===== src/rtl/shift_divider_signed.sv =====
// shift_divider_signed
//   Multi-cycle shift/subtract divider with an integrated control FSM.
//   A one-cycle start request captures the operands. The unit then
//   normalises the divisor against the dividend magnitude and runs a
//   restoring shift/subtract loop. Signs are fixed up afterwards, and
//   the result is reported with a one-cycle done pulse. Signed division
//   truncates toward zero, and the remainder takes the dividend's sign.
//
// Parameters
//   W          operand/result width in bits (W >= 4)
//   SIGNED_EN  1 = honour signed_mode, 0 = unsigned-only operation
//
// Ports
//   clk          system clock, rising edge
//   reset        asynchronous active-high reset
//   start        request, sampled only while idle
//   signed_mode  operands are two's complement (captured with start)
//   dividend     W-bit dividend (captured with start)
//   divisor      W-bit divisor  (captured with start)
//   quotient     W-bit result, held until the next completion
//   remainder    W-bit result, held until the next completion
//   busy         high whenever the unit is not idle
//   done         one-cycle completion pulse (also on divide by zero)
//   error        one-cycle pulse alongside done for divide by zero
//   overflow     one-cycle pulse alongside done for -2^(W-1) / -1
module shift_divider_signed #(
  parameter int W         = 8,
  parameter bit SIGNED_EN = 1'b1
) (
  input  logic         clk,
  input  logic         reset,
  input  logic         start,
  input  logic         signed_mode,
  input  logic [W-1:0] dividend,
  input  logic [W-1:0] divisor,
  output logic [W-1:0] quotient,
  output logic [W-1:0] remainder,
  output logic         busy,
  output logic         done,
  output logic         error,
  output logic         overflow
);

  localparam int CW = (W > 2) ? $clog2(W) : 1;
  localparam logic [W-1:0]  ONE     = {{(W-1){1'b0}}, 1'b1};
  localparam logic [CW-1:0] CNT_ONE = {{(CW-1){1'b0}}, 1'b1};
  localparam logic [W-1:0]  MOST_NEG = {1'b1, {(W-1){1'b0}}};

  typedef enum logic [2:0] {
    S_IDLE,
    S_CHECK,
    S_NORMALIZE,
    S_DIVIDE,
    S_FIXSIGN,
    S_DONE,
    S_ERROR
  } state_t;

  state_t state, next_state;

  logic signed [W-1:0] dvd_cap;
  logic signed [W-1:0] dvs_cap;
  logic                sgn;
  logic [W-1:0]        rem;
  logic [W-1:0]        d;
  logic [W-1:0]        q;
  logic [CW-1:0]       cnt;

  // Two's-complement negate and magnitude helpers.
  function automatic logic [W-1:0] neg(input logic [W-1:0] x);
    return ~x + ONE;
  endfunction

  function automatic logic [W-1:0] mag(input logic [W-1:0] x, input logic en);
    return (en && x[W-1]) ? neg(x) : x;
  endfunction

  logic start_sgn;
  logic norm_ok;
  logic rem_ge;
  logic neg_q;
  logic neg_r;
  logic ovf_cond;

  assign start_sgn = signed_mode & SIGNED_EN;
  // Compare at W+1 bits so the shifted divisor cannot wrap.
  assign norm_ok   = ~d[W-1] && ({d, 1'b0} <= {1'b0, rem});
  assign rem_ge    = (rem >= d);
  assign neg_q     = sgn & (dvd_cap[W-1] ^ dvs_cap[W-1]);
  assign neg_r     = sgn & dvd_cap[W-1];
  assign ovf_cond  = sgn && (dvd_cap == MOST_NEG) && (dvs_cap == '1);

  always_ff @(posedge clk or posedge reset) begin
    if (reset) state <= S_IDLE;
    else       state <= next_state;
  end

  always_comb begin
    next_state = state;
    unique case (state)
      S_IDLE:      if (start) next_state = S_CHECK;
      S_CHECK:     next_state = (d == '0) ? S_ERROR : S_NORMALIZE;
      S_NORMALIZE: if (!norm_ok) next_state = S_DIVIDE;
      S_DIVIDE:    if (cnt == '0) next_state = S_FIXSIGN;
      S_FIXSIGN:   next_state = S_DONE;
      S_DONE:      next_state = S_IDLE;
      S_ERROR:     next_state = S_IDLE;
      default:     next_state = S_IDLE;
    endcase
  end

  always_ff @(posedge clk or posedge reset) begin
    if (reset) begin
      dvd_cap   <= '0;
      dvs_cap   <= '0;
      sgn       <= 1'b0;
      rem       <= '0;
      d         <= '0;
      q         <= '0;
      cnt       <= '0;
      quotient  <= '0;
      remainder <= '0;
      busy      <= 1'b0;
      done      <= 1'b0;
      error     <= 1'b0;
      overflow  <= 1'b0;
    end else begin
      // Status flags are registered from the next state so they line up
      // with the state they describe.
      busy     <= (next_state != S_IDLE);
      done     <= (next_state == S_DONE) || (next_state == S_ERROR);
      error    <= (next_state == S_ERROR);
      overflow <= (state == S_FIXSIGN) && ovf_cond;

      unique case (state)
        S_IDLE: begin
          if (start) begin
            dvd_cap <= dividend;
            dvs_cap <= divisor;
            sgn     <= start_sgn;
            rem     <= mag(dividend, start_sgn);
            d       <= mag(divisor, start_sgn);
            q       <= '0;
            cnt     <= '0;
          end
        end
        S_CHECK: begin
          if (d == '0) begin
            quotient  <= '1;
            remainder <= dvd_cap;
          end
        end
        S_NORMALIZE: begin
          if (norm_ok) begin
            d   <= {d[W-2:0], 1'b0};
            cnt <= cnt + CNT_ONE;
          end
        end
        S_DIVIDE: begin
          q <= {q[W-2:0], rem_ge};
          if (rem_ge) rem <= rem - d;
          d <= {1'b0, d[W-1:1]};
          if (cnt != '0) cnt <= cnt - CNT_ONE;
        end
        S_FIXSIGN: begin
          // A most-negative quotient wraps back onto itself, which gives
          // the required bit pattern for the overflow case.
          quotient  <= neg_q ? neg(q) : q;
          remainder <= neg_r ? neg(rem) : rem;
        end
        default: ;
      endcase
    end
  end

endmodule


===== config.mk =====
export PLATFORM = sky130hd
export DESIGN_NAME = shift_divider_signed
export DESIGN_NICKNAME = d
export VERILOG_FILES = /design/src/rtl/shift_divider_signed.sv
export SDC_FILE = /design/constraint.sdc
export NUM_CORES = 1
export LEC_CHECK = 0
export CAP_MARGIN = 20
export CORE_MARGIN = 1.5
export CORE_UTILIZATION = 36
export DETAILED_ROUTE_END_ITERATION = 8
export PLACE_DENSITY = 0.6
export SYNTH_ARGS = -nofsm -noshare
export SYNTH_HDL_FRONTEND = slang
export SYNTH_SLANG_ARGS = --single-unit

===== constraint.sdc =====
create_clock -name clk -period 3.7 [get_ports clk]
set_clock_uncertainty 0.2 [all_clocks]
set_input_delay 0.74 -clock clk [delete_from_list [all_inputs] [get_ports clk]]
set_output_delay 0.74 -clock clk [all_outputs]
set_load 0.01 [all_outputs]

==> flow_summary.ini <==
[timing]
hold-worst-slack_ns = 0.282
worst_slew_pin_slew_ns = 0.851
finalCritPeriodShare_pct = 75.4
drv_slew = 0
rsz0062_at_grt = false
fin_crit_ns = 2.79
fmax_mhz = 359
setup_tns_ns = 0
setup_ws_ns = 0.911
setup_viol = 0
hold_viol = 0
max_slew_margin_pct = 43.2

[drt]
vias = 3314
wl_microns = 9820
drc = 0
drtAntennaViolNets = 0
detail_route.first_pass.iterations = 4
drtIter0Drc = 262
wl_per_cell_microns = 15.8
via_per_inst = 5.35

[logic_synthesis]
syn_area_sq_um = 3910
avgSynthCellArea_sq_um = 8.93
synth_warnings = 0
synthCells = 438
synthFlopType = dfrtp_1
synth_fp_nets = 479
ys_ff_latch = 67
async_flop_share_pct = 100
ys_types = 53
ys_seq_area_share_pct = 42.9
synth-edff-count = 0

[clock_tree]
cts_buffer_depth = 2
cts-root-buf = clkbuf_8
cts_tree = done
cts_hold_buf = 0
clk_latency_ns = 0.36
ctsResizeCount = 0
cts.sinks = 67
cts_buffers = 9
post-cts-setup-buffers = 0
htreeDepth = 3
path_clk_slew_ns = 0.08

[floorplanning]
fp.dieW_microns = 107
rows = 37
initial_core_util_pct = 37.5
die-area_sq_um = 11500
die_h_microns = 107
ioPinCount = 40
core_sq_um = 10400

[min_path]
min_path_type = flip-flop to flip-flop

[pwr]
p_per_area_nw_per_um2 = 898
peakVddDrop_mv = 0.293
leakage_nw = 2.11

[critical_path]
path_max_fanout = 12
critPathRequiredTime_ns = 3.74
end_kind = flip-flop
critPathLaunchType = flip-flop
critPathKind = flip-flop to flip-flop
arrival_ns = 2.83

[global_route]
first_global_vias = 3211
track_usage_pct = 18.3
grt_antenna_before_repair = 0
grt_max_degree = 68
grt_pass1_wl_microns = 16200
gr-total-overflow = 0

[placement]
dpl.hpwl_microns = 7250
place_area_sq_um = 4450
gp_congestion = 0.850
dp_slack_ns = 0.931
dp_cells = 604
io_buffers = 39

[final_layout]
num_antenna_cells = 0
finalInstanceArea_sq_um = 4660
fin_cells = 620
fill_cells = 1027
multi_input_area_sq_um = 2050
area_growth_pct = 19.1
nets = 520
ff_latch_area_sq_um = 1680
drive_gt1_share_pct = 6.20

[run_status]
status = completed

[run]
max-cap-violations = 0
==> metrics by stage <==
step | utilization (%) | power, mW
6_report | 44.7 | 4.18
5_1_grt | 44.7 | 4.55
3_5_place_dp | 42.7 | 3.54
3_3_place_gp | 42.7 | 3.50
2_1_floorplan | - | 2.89
4_1_cts | 44.7 | 4.20
==> cells in the final DEF, fill, tap and decap left out, drive strengths merged, types with 3 or more instances in the layout <==
cell	n
a21oi	20
a221o	5
nand3	9
nor2b	4
a2bb2oi	6
nand2	68
nand2b	3
nor2	40
a31oi	17
ha	19
nand4	5
nor3	21
mux2i	6
clkbuf	9
o21ai	21
a22o	7
nor4	3
xor2	11
buf	7
o211ai	3
dfrtp	67
o311ai	3
o22ai	4
and2	3
xnor2	15
clkdlybuf4s50	39
inv	34
o21a	3
==> layout make-up <==
| cell class | instances | share of cell area (%) |
|---|---|---|
| Timing Repair Buffer | 46 | 9.51 |
| Clock buffer | 9 | 2.66 |
| Multi-Input combinational cell | 325 | 44.0 |
| Clock inverter | 7 | 1.77 |
| Tap cell | 136 | 3.65 |
| Inverter | 30 | 2.42 |
| Sequential cell | 67 | 36.0 |
==> worst max-delay path, stage by stage (launching register included) <==
cell      delay (ns)
dfrtp_1         0.41
inv_1           0.10
ha_1            0.24
fa_1            0.41
inv_1           0.07
a21o_1          0.12
a41o_1          0.25
o311ai_4        0.20
and2_2          0.31
a221o_1         0.34
==> layer usage <==
layer  global-route usage, %  part of all wire, %  up-vias
met2                    28.9                   47       66
met5                       0                    0        -
met4                    7.14                  1.9        0
met1                    24.9                   48     1601
met3                    2.86                  3.7       15
li1                        -                    -     1632
==> synthesized netlist by cell type (3+ instances only) <==
cell	n	area, sq um
a21oi_1	20	100
a221o_1	5	50.1
a22o_1	7	61.3
a2bb2oi_1	6	52.6
a31oi_1	17	106
buf_2	3	15.0
clkbuf_1	12	45.0
dfrtp_1	67	1680
ha_1	19	238
inv_1	29	109
mux2i_1	6	60.1
nand2_1	68	255
nand2b_1	3	18.8
nand3_1	9	45.0
nand4_1	5	31.3
nor2_1	40	150
nor2b_1	4	25.0
nor3_1	21	105
nor4_1	3	18.8
o211ai_1	3	22.5
o21a_1	3	22.5
o21ai_0	21	105
o22ai_1	4	25.0
xnor2_1	15	131
xor2_1	11	96.3
==> cells by family (layout without fill, tap and decap cells) <==
logic type               Yosys count  in the layout  share of synthesized area, %
AO/OA/AOI/OAI                    105            105                          18.4
XOR/XNOR                          26             26                          5.82
adder cells (fa/ha/maj)           21             21                          7.10
buffers and inverters             46             92                          4.70
flip-flops                        67             67                          42.9
multiplexers                       7              7                          1.82
AND/OR/NAND/NOR                  166            166                          19.3
==> state kept, by name (all words and copies together) (netlist names) <==
name and flops:
quotient 8, dvd_cap 8, busy 1, state 3, sgn 1, overflow 1, cnt 3, q 8
dvs_cap 8, d 8, remainder 8, rem 8, done 1, error 1
==> where the power goes <==
part / internal [mW] / switching (mW) / total [mW]
clock network: 0.323 / 0.330 / 0.653
registers: 1.05 / 0.343 / 1.40
logic: 1.01 / 1.13 / 2.13
total: 2.39 / 1.80 / 4.18
==> final timing paths <==
kind                                              from                  endpoint  slack (ns)  cells past startpoint
min in group asynchronous                        reset    dvd_cap[0]$_DFFE_PP0P_        0.74                      3
max in group asynchronous                        reset  remainder[0]$_DFFE_PP0P_        2.00                      3
worst min-delay path            dvs_cap[3]$_DFFE_PP0P_    dvs_cap[3]$_DFFE_PP0P_        0.28                      2
worst max register to register      rem[0]$_DFFE_PP0P_        rem[6]$_DFFE_PP0P_        0.91                      9
worst max-delay path                rem[0]$_DFFE_PP0P_        rem[6]$_DFFE_PP0P_        0.91                      9
worst min register to register  dvs_cap[3]$_DFFE_PP0P_    dvs_cap[3]$_DFFE_PP0P_        0.28                      2
No activity file was read; power rests on OpenSTA's default activity.
